### config.mk
export PLATFORM = sky130hd
export DESIGN_NAME = cxd_sector_sequencer
export DESIGN_NICKNAME = d
export VERILOG_FILES = /design/src/rtl/cxd_sector_sequencer.sv
export SDC_FILE = /design/constraint.sdc
export NUM_CORES = 1
export LEC_CHECK = 0
export ABC_CLOCK_PERIOD_IN_PS = 3000
export CAP_MARGIN = 15
export CORE_MARGIN = 1
export CORE_UTILIZATION = 50
export CTS_CLUSTER_SIZE = 14
export DETAILED_ROUTE_END_ITERATION = 7
export DONT_BUFFER_PORTS = 1
export PLACE_DENSITY_LB_ADDON = 0.05
export RECOVER_POWER = 25
export REMOVE_ABC_BUFFERS = 1
export SLEW_MARGIN = 20
export SYNTH_ARGS = -nofsm -noshare
export SYNTH_HDL_FRONTEND = slang
export SYNTH_SLANG_ARGS = --single-unit
### constraint.sdc
create_clock -name clk -period 3 [get_ports clk]
set_input_delay 0.6 -clock clk [delete_from_list [all_inputs] [get_ports clk]]
set_output_delay 0.6 -clock clk [all_outputs]
set_load 0.005 [all_outputs]
### src/rtl/cxd_sector_sequencer.sv
// rtl/cxd_sector_sequencer.sv - CD sector pacing: LRCK frame count, sector fetch handshake, SCOR/SubQ strobes
module cxd_sector_sequencer #(
    parameter int FRAMES_PER_SECTOR = 588,
    parameter int REQ_LEAD          = 98,
    parameter int SCOR_WIDTH        = 64,
    parameter int LBA_W             = 20
) (
    input  logic             clk,
    input  logic             reset,
    input  logic             enable,
    input  logic             lrck,
    input  logic             seek_valid,
    input  logic [LBA_W-1:0] seek_lba,
    output logic             sect_req,
    output logic [LBA_W-1:0] sect_lba,
    input  logic             sect_ack,
    output logic             scor,
    output logic             subq_load,
    output logic             c2po,
    output logic             mute,
    output logic [LBA_W-1:0] cur_lba,
    output logic [9:0]       frame_idx,
    output logic [15:0]      underrun_cnt
);

    localparam int             SCW        = $clog2(SCOR_WIDTH + 1);
    localparam logic [9:0]     LAST_FRAME = 10'(FRAMES_PER_SECTOR - 1);
    localparam logic [9:0]     REQ_FRAME  = 10'(FRAMES_PER_SECTOR - REQ_LEAD);
    localparam logic [SCW-1:0] SCOR_LOAD  = SCW'(SCOR_WIDTH);

    typedef enum logic [1:0] {
        ST_IDLE  = 2'd0,
        ST_FETCH = 2'd1,
        ST_SYNC  = 2'd2,
        ST_PLAY  = 2'd3
    } state_t;

    state_t           r_state;
    logic             r_lrck_q;
    logic             r_sect_req;
    logic             r_subq_load;
    logic             r_c2po;
    logic             r_mute;
    logic             r_scor;
    logic [SCW-1:0]   r_scor_cnt;
    logic [LBA_W-1:0] r_cur_lba;
    logic [LBA_W-1:0] r_next_lba;
    logic [9:0]       r_frame_idx;
    logic [15:0]      r_underrun_cnt;
    logic             r_ready;

    state_t           w_state_nxt;
    logic             w_sect_req_nxt;
    logic             w_subq_load_nxt;
    logic             w_c2po_nxt;
    logic             w_mute_nxt;
    logic [SCW-1:0]   w_scor_cnt_nxt;
    logic [LBA_W-1:0] w_cur_lba_nxt;
    logic [LBA_W-1:0] w_next_lba_nxt;
    logic [9:0]       w_frame_idx_nxt;
    logic [15:0]      w_underrun_nxt;
    logic             w_ready_nxt;
    logic             w_tick;
    logic             w_ack;
    logic             w_start;

    // An ack only means something while a request is outstanding.
    assign w_tick = lrck & ~r_lrck_q;
    assign w_ack  = sect_ack & r_sect_req;

    // Next-state and register-input decode; priority is enable=0, then seek, then ack, then tick.
    always_comb begin
        w_state_nxt     = r_state;
        w_sect_req_nxt  = r_sect_req;
        w_subq_load_nxt = 1'b0;
        w_c2po_nxt      = r_c2po;
        w_mute_nxt      = r_mute;
        w_scor_cnt_nxt  = (r_scor_cnt != '0) ? (r_scor_cnt - SCW'(1)) : r_scor_cnt;
        w_cur_lba_nxt   = r_cur_lba;
        w_next_lba_nxt  = r_next_lba;
        w_frame_idx_nxt = r_frame_idx;
        w_underrun_nxt  = r_underrun_cnt;
        w_ready_nxt     = r_ready;
        w_start         = 1'b0;

        if (!enable) begin
            // Disabled: drop any buffered-but-unstarted sector so re-enable refetches next_lba.
            w_state_nxt    = ST_IDLE;
            w_sect_req_nxt = 1'b0;
            w_c2po_nxt     = 1'b1;
            w_mute_nxt     = 1'b1;
            w_scor_cnt_nxt = '0;
            w_ready_nxt    = 1'b0;
            if (seek_valid) begin
                w_next_lba_nxt = seek_lba;
            end
        end else if (seek_valid) begin
            // Seek abandons the pending request; FETCH re-raises it one cycle later.
            w_next_lba_nxt = seek_lba;
            w_ready_nxt    = 1'b0;
            w_sect_req_nxt = 1'b0;
            w_c2po_nxt     = 1'b1;
            w_mute_nxt     = 1'b1;
            w_state_nxt    = ST_FETCH;
        end else begin
            if (w_ack) begin
                w_sect_req_nxt = 1'b0;
                w_ready_nxt    = 1'b1;
            end
            case (r_state)
                ST_IDLE: begin
                    w_state_nxt    = ST_FETCH;
                    w_sect_req_nxt = 1'b1;
                end
                ST_FETCH: begin
                    if (w_ack) begin
                        w_state_nxt = ST_SYNC;
                    end else begin
                        w_sect_req_nxt = 1'b1;
                    end
                end
                ST_SYNC: begin
                    if (w_tick) begin
                        w_start = 1'b1;
                    end
                end
                ST_PLAY: begin
                    if (w_tick) begin
                        if (r_frame_idx == LAST_FRAME) begin
                            if (r_ready || w_ack) begin
                                w_start = 1'b1;
                            end else begin
                                // Starved: flag invalid samples and keep the outstanding request alive.
                                if (r_underrun_cnt != 16'hFFFF) begin
                                    w_underrun_nxt = r_underrun_cnt + 16'd1;
                                end
                                w_c2po_nxt      = 1'b1;
                                w_mute_nxt      = 1'b1;
                                w_frame_idx_nxt = '0;
                                w_sect_req_nxt  = 1'b1;
                                w_state_nxt     = ST_FETCH;
                            end
                        end else begin
                            w_frame_idx_nxt = r_frame_idx + 10'd1;
                            if ((r_frame_idx + 10'd1) == REQ_FRAME) begin
                                w_sect_req_nxt = 1'b1;
                            end
                        end
                    end
                end
                default: begin
                    w_state_nxt = ST_IDLE;
                end
            endcase
            if (w_start) begin
                w_frame_idx_nxt = '0;
                w_cur_lba_nxt   = r_next_lba;
                w_next_lba_nxt  = r_next_lba + LBA_W'(1);
                w_ready_nxt     = 1'b0;
                w_scor_cnt_nxt  = SCOR_LOAD;
                w_subq_load_nxt = 1'b1;
                w_c2po_nxt      = 1'b0;
                w_mute_nxt      = 1'b0;
                w_state_nxt     = ST_PLAY;
            end
        end
    end

    // State and datapath registers.
    always_ff @(posedge clk) begin
        if (reset) begin
            r_state        <= ST_IDLE;
            r_lrck_q       <= 1'b0;
            r_sect_req     <= 1'b0;
            r_subq_load    <= 1'b0;
            r_c2po         <= 1'b1;
            r_mute         <= 1'b1;
            r_scor         <= 1'b0;
            r_scor_cnt     <= '0;
            r_cur_lba      <= '0;
            r_next_lba     <= '0;
            r_frame_idx    <= '0;
            r_underrun_cnt <= '0;
            r_ready        <= 1'b0;
        end else begin
            r_state        <= w_state_nxt;
            r_lrck_q       <= lrck;
            r_sect_req     <= w_sect_req_nxt;
            r_subq_load    <= w_subq_load_nxt;
            r_c2po         <= w_c2po_nxt;
            r_mute         <= w_mute_nxt;
            r_scor         <= (w_scor_cnt_nxt != '0);
            r_scor_cnt     <= w_scor_cnt_nxt;
            r_cur_lba      <= w_cur_lba_nxt;
            r_next_lba     <= w_next_lba_nxt;
            r_frame_idx    <= w_frame_idx_nxt;
            r_underrun_cnt <= w_underrun_nxt;
            r_ready        <= w_ready_nxt;
        end
    end

    assign sect_req     = r_sect_req;
    assign sect_lba     = r_next_lba;
    assign scor         = r_scor;
    assign subq_load    = r_subq_load;
    assign c2po         = r_c2po;
    assign mute         = r_mute;
    assign cur_lba      = r_cur_lba;
    assign frame_idx    = r_frame_idx;
    assign underrun_cnt = r_underrun_cnt;

endmodule

==> impl_results.md, run 1 <==
* Result of the run: finished, final reports clean
* Reg clk slew, reported paths at 0.09 ns
* Initial cell density of the core at 0.522
* Via count of the first global-routing pass at between 3000 and 4000
* Critical path origin: frame_idx[0]
* Cell area after layout at 4310 um2
* TritonCTS clock tree: built
* Largest delay share family, worst path: simple AND/OR/NAND/NOR gates
* Leakage power figure at 1.39 nW
* Mapped Cells at approximately 510
* Max Buffers Root-to-Sink at 2
* Buffer and inverter count on the worst path at 0
* Number of DRC markers after the initial detailed-route iteration at 115
* Share of synthesized cell area in and, or, nand and nor gates at 0.284
* R2R cell count at 6
* Net count of the finished layout at 525
* Row count at 32
* Startpoint type of the worst setup path: flop
* Commonest non-fill, non-tap cells in the layout: dfxtp_1, nand2_1, a21oi_1
* Number of vias per cell at 6.16
* Number of synthesized flops with an enable pin at 0
* Cells on Worst Hold Path at 1
* Reg-to-reg setup timing slack at 0.62 ns
* Number of antenna violations at the first check in global routing at 1
* Source of the worst hold timing path: reset
* Root buffer selected by CTS: clkbuf_8
* Setup crit end kind: flop
* Sink Count at 81
* Time the final worst path needs with I/O delays and setup at 2.38 ns
* Number of vias after detailed routing at 3700
* Detail Placement HPWL at a little over 7000 um
* Main synth FF type: dfxtp_1
* Number of buffers added by the clock tree synthesis step at 9
* # hold bufs at CTS at 0
* Overall Global Routing Usage at 0.245
* Core footprint at 7770 um2
* Total Negative Setup Slacks at 0 ns
* Mux contribution to synthesized area at 0.0105
* Total count of hold-check failures in the final report at 0
* Most common library cell in the layout ignoring fill and taps: dfxtp_1
* CP arrival at ~2.6 ns
* Average wire per cell in the routed design at between 15 and 20 um
* Total DRC errors in the routed layout at 0
* Worst Path Class, Setup: reg2reg
* Leading post-synthesis cells by cell area: dfxtp_1, a21oi_1, nand2_1
* Synth Warn # at 0
* Antenna violation net count after detailed routing at 0
* Standard cell with the maximum stage delay on the critical path: a311o_1
* Maximum number of pins on one net before global-route repair at roughly 70
* H-tree levels at 3
* Delay contributed by the slowest stage of the critical path at about 0.54 ns
* Maximum net fanout on the critical path at 17
* Area leader, netlist: dfxtp_1
* Placer congestion estimate at 0.780
* Total setup buffers inserted after CTS at 0
* Die footprint at 8470 um2
* Actual slew at the worst max-slew pin at 0.875 ns
* Final setup violating endpoints at 0
* Power per standard cell area at 559 nW/um2
* Die outline width at between 90 and 100 um
* Length of the first detailed-routing pass in iterations at 5
* Fin crit share at 0.794
* Unrepaired setup endpoints after global routing: false
* First-pass GRT wire length at 16700 um
* Required time at the worst-slack endpoint at approximately 3.3 ns
* Max-cap check violation count at 0
* Synthesized area per cell at around 8.0 um2
* Critical-path cell list: ha_1 > and2_1 > nand3_2 > a311o_1 > nor3b_1 > mux2_2
* Max VDD drop at between 0.0003 and 0.0004 V
* Total count of max-transition violations in the final report at 0
* Max Clk Rate at 420 MHz
* Capture instance of the worst register-to-register path: underrun_cnt[9]
* Main combinational cell family by area after synthesis: simple AND/OR/NAND/NOR gates
* Adder-cell share of the synthesized area at 0.0154
* Skew-Pair Late Insertion Delay at 0.35 ns
* Instance area after placement at 4100 um2
* Relative slew slack at 0.417
* Synthesized-area fraction occupied by ao, oa, aoi and oai cells at 0.218
* Total global routing overflow at 0
* Final Routed Wirelength at 10200 um
* Classification of the worst-slack hold path: in2reg
* Final Skew at 0.00973 ns
* Netlist Area Pre-Place at 4060 um2
* Area share of xor/xnor cells in the synthesized design at 0.0324
* Share of cells above drive strength 1 at 0.0643
* Number of distinct library cells after synthesis at 63
* Flops & latches, synth at just over 80
* Total of buffers placed on input and output ports at 0
* I/O pin cnt at 97
* Seq/Total Area, Yosys at 0.400
* Reg-to-reg startpoint: frame_idx[0]
* Area overhead of the layout relative to synthesis at 6.36%
* Async set-or-reset flop fraction in the synthesized netlist at 0
* Share of the synthesized area in the top cell type at 0.400
* Post-CTS resize count at 0
* Hold Path Sink: cur_lba[16]
* Vertical extent of the die at 92.1 um
-- worst reg2reg max path: stages, from the launching register on --
cell and delay (ns):
dfxtp_1 0.48, ha_1 0.28, and2_1 0.23, nand3_2 0.10, a311o_1 0.54, nor3b_1 0.29
mux2_2 0.36
-- synth_stat cells (all sizes together) (5+ instances only) --
library cell / n
xnor2: 11
o211ai: 5
a211oi: 8
nand4: 9
or3: 11
buf: 6
dfxtp: 81
nor2: 36
nor2b: 6
nand3: 24
a31oi: 5
nand3b: 5
inv: 8
and4: 8
nor3: 21
a21oi: 57
clkbuf: 23
nand2: 74
o21ai: 28
ha: 5
-- cells by family after synthesis --
kind of cell             after synthesis
AND/OR/NAND/NOR                      224
XOR/XNOR                              15
AO/OA/AOI/OAI                        140
multiplexers                           4
adder cells (fa/ha/maj)                5
flip-flops                            81
buffers and inverters                 38
-- flip-flops by register name (all words and copies together) (netlist names) --
register	cells
r_scor_cnt	7
underrun_cnt	16
scor	1
frame_idx	10
mute	1
r_state	2
sect_lba	20
r_lrck_q	1
r_ready	1
cur_lba	20
sect_req	1
subq_load	1
-- through the flow --
step,util,cells,setup slack [ns],power (W),hold slack [ns]
after floorplan,-,478,0.126,0.00150,0.447
after global placement,0.528,585,0.662,0.00156,0.455
after detailed placement,0.528,585,0.582,0.00157,0.462
after CTS,0.555,600,0.613,0.00243,0.299
after global routing,0.555,601,0.372,0.00254,0.291
final,0.555,601,0.618,0.00241,0.301
-- power breakdown --
part           switching [W]  internal (W)
registers          0.0000729       0.00113
logic               0.000187      0.000154
clock network       0.000399      0.000465
-- layout make-up --
type | count | area, um2
well taps | 102 | 128
diodes | 1 | 2.50
inverters | 9 | 33.8
repair buffers | 5 | 37.5
multi-input cells | 388 | 2280
flip-flops and latches | 81 | 1620
clock inverters | 5 | 81.3
fillers | 746 | 3450
clock buffers | 10 | 128
-- how the worst max path moves through the flow --
| stage | endpoint | cells past startpoint | slack [ns] |
|---|---|---|---|
| after CTS | underrun_cnt[9] | 6 | 0.61 |
| final | underrun_cnt[9] | 6 | 0.62 |
| after floorplan | sect_lba[13] | 6 | 0.13 |
| after global placement | underrun_cnt[9] | 5 | 0.66 |
| after global routing | underrun_cnt[9] | 6 | 0.37 |
| after detailed placement | underrun_cnt[9] | 5 | 0.58 |
-- metal layers --
metal,global-route usage,share of wire,up-vias
met5,0,0,-
met4,0.0664,0.010,0
met3,0.0597,0.075,10
met2,0.383,0.44,119
met1,0.336,0.47,1740
li1,-,-,1831
Note: power is estimated with default switching activity, not from simulation.
==> run 2: changes to the inputs <==
Settings changed: ABC_CLOCK_PERIOD_IN_PS 3000 to 2100.
Clock period 3 ns to 2.1 ns, I/O delays scaled along.
==> run 2 against run 1 <==
Compared with the run above:
- routed wire length is 5.4% higher
- worst hold slack got worse by 0.17 ns
- largest cell class unchanged
- largest power group unchanged
- fmax increased by 18%
- power increased by 51%
- flip-flop and latch count did not move
- critical path depth unchanged
- highest routed layer unchanged
- clock skew is essentially flat
- sequential power up 40%
- sequential share of layout area down 3.0 points
- core utilization is 4.9 points higher
==> impl_results.md, run 2 (synthesis gave the netlist of run 1 again) <==
* Final setup violating endpoints at 0 (unchanged)
* First-pass GRT wire length at 17300 um (+3.4%)
* Time the final worst path needs with I/O delays and setup at 2.02 ns (-0.363 ns)
* Number of buffers added by the clock tree synthesis step at 9 (unchanged)
* TritonCTS clock tree: built
* H-tree levels at 3 (unchanged)
* Skew-Pair Late Insertion Delay at 0.35 ns (about the same)
* Number of vias per cell at 6.07 (-1.3%)
* Detail Placement HPWL at 7580 um (+7.3%)
* Root buffer selected by CTS: clkbuf_8
* Reg clk slew, reported paths at 0.08 ns (about the same)
* Number of cells in the finished layout apart from fillers at 641 (+6.7%)
* Actual slew at the worst max-slew pin at 0.671 ns (-0.204 ns)
* Largest delay share family, worst path: simple AND/OR/NAND/NOR gates
* Delay contributed by the slowest stage of the critical path at 0.37 ns (-0.17 ns)
* Initial cell density of the core at 0.522 (unchanged)
* Number of DRC markers after the initial detailed-route iteration at 211 (+83%)
* Length of the first detailed-routing pass in iterations at 4 (-1)
* Layout Utilization at 0.604 (+0.0488)
* Unrepaired setup endpoints after global routing: true
* Classification of the worst-slack hold path: in2reg
* # hold bufs at CTS at 0 (unchanged)
* Average wire per cell in the routed design at 16.8 um (-1.2%)
* Vertical extent of the die at 92.1 um (unchanged)
* Total count of max-transition violations in the final report at 0 (unchanged)
* Total DRC errors in the routed layout at 0 (unchanged)
* Core footprint at 7770 um2 (unchanged)
* Share of cells above drive strength 1 at 0.145 (+0.0805)
* Required time at the worst-slack endpoint at 2.34 ns (-0.91 ns)
* Overall Global Routing Usage at 0.255 (+0.00958)
* Final Skew at 0.00973 ns (-0.00000163 ns)
* Fill cell instance count of the final layout at 751 (+0.67%)
* Max-cap check violation count at 0 (unchanged)
* Via count of the first global-routing pass at 3572 (+6.4%)
* Result of the run: finished, final reports clean
* Max VDD drop at 0.000696 V (+97%)
* Sink Count at 81 (unchanged)
* Final Routed Wirelength at 10800 um (+5.4%)
* Max Buffers Root-to-Sink at 2 (unchanged)
* Commonest non-fill, non-tap cells in the layout: dfxtp_1, nand2_1, a21oi_1
* Max Clk Rate at 495 MHz (+18%)
* Maximum net fanout on the critical path at 5 (-12)
* Buffer and inverter count on the worst path at 1 (+1)
* CP arrival at 2.26 ns (-0.37 ns)
* Worst Path Class, Setup: reg2reg
* Startpoint type of the worst setup path: flop
* Total count of hold-check failures in the final report at 0 (unchanged)
* Instance count after placement with tap cells included at 623 (+6.5%)
* Power per standard cell area at 775 nW/um2 (+39%)
* Row count at 32 (unchanged)
* Fin crit share at 0.962 (+0.168)
* Net count of the finished layout at 565 (+7.6%)
* Antenna Diode Count at 0 (-1)
* Setup crit end kind: flop
* Most common library cell in the layout ignoring fill and taps: dfxtp_1
* Antenna violation net count after detailed routing at 0 (unchanged)
* Maximum number of pins on one net before global-route repair at 72 (unchanged)
* Area overhead of the layout relative to synthesis at 15.7%
* Total global routing overflow at 0 (unchanged)
* Leakage power figure at 1.61 nW (+16%)
* Die footprint at 8470 um2 (unchanged)
* Relative slew slack at 0.553 (+0.136)
* Critical-path cell list: nor4b_4 > nand3_2 > a311o_1 > buf_4 > nor3b_1 > mux2_2
* Number of antenna violations at the first check in global routing at 0 (-1)
* Total of buffers placed on input and output ports at 0 (unchanged)
* Standard cell with the maximum stage delay on the critical path: nor4b_4
* Die outline width at 92.1 um (unchanged)
* Placer congestion estimate at 0.795 (+1.9%)
* I/O pin cnt at 97 (unchanged)
* Number of vias after detailed routing at 3893 (+5.2%)
run 2: report_power, final:
group,leakage (nW),internal [W],switching (W)
registers,0.658,0.00162,0.0000845
clock network,0.120,0.000821,0.000565
logic,0.837,0.000245,0.000300
total,1.61,0.00268,0.000950
run 2: timing repair:
item                                    in CTS  in global routing
gates resized for setup                      0                  8
setup buffers                                0                  2
endpoints found under the setup margin       0                 19
hold endpoints to repair                     0                  0
run 2: per-stage QoR:
stage          power [W]  TNS [ns]  worst slack [ns]  hold slack (ns)  instance area [um2]
3_3_place_gp     0.00226         0             0.142            0.453                 4400
6_report         0.00363         0            0.0807            0.127                 4690
2_1_floorplan    0.00214    -11.06            -0.774            0.447                 3930
4_1_cts          0.00366         0            0.0447            0.119                 4640
3_5_place_dp     0.00227         0            0.0582            0.460                 4400
5_1_grt          0.00379   -0.0145           -0.0145            0.109                 4690
run 2: worst reg2reg max path, delay by kind of cell, from the launching register on:
kind	cells	cell delay, ns
compound gates	1	0.33
buf+inv	1	0.14
flops	1	0.34
mux	1	0.35
simple gates	3	0.75
run 2: layout make-up:
| type | instances | area, um2 | share of cell area |
|---|---|---|---|
| multi-input combinational | 388 | 2310 | 0.493 |
| sequential | 81 | 1620 | 0.346 |
| timing repair buffer | 45 | 350 | 0.0747 |
| clock buffer | 11 | 141 | 0.0301 |
| tap | 102 | 128 | 0.0272 |
| clock inverter | 5 | 103 | 0.0219 |
| inverter | 9 | 33.8 | 0.00720 |
run 2: final timing paths:
check,start,endpoint,slack (ns),cells past startpoint
worst max-delay path,frame_idx[8],underrun_cnt[9],0.08,6
worst min-delay path,reset,cur_lba[16],0.13,1
worst max register to register,frame_idx[8],underrun_cnt[9],0.08,6
worst min register to register,cur_lba[6],cur_lba[6],0.47,2
run 2: per-layer routing:
layer / up-vias / global-route usage / part of all wire
li1: 1918 / - / -
met1: 1828 / 0.357 / 0.47
met2: 136 / 0.385 / 0.44
met3: 11 / 0.0663 / 0.072
met4: 0 / 0.0716 / 0.0095
met5: - / 0 / 0
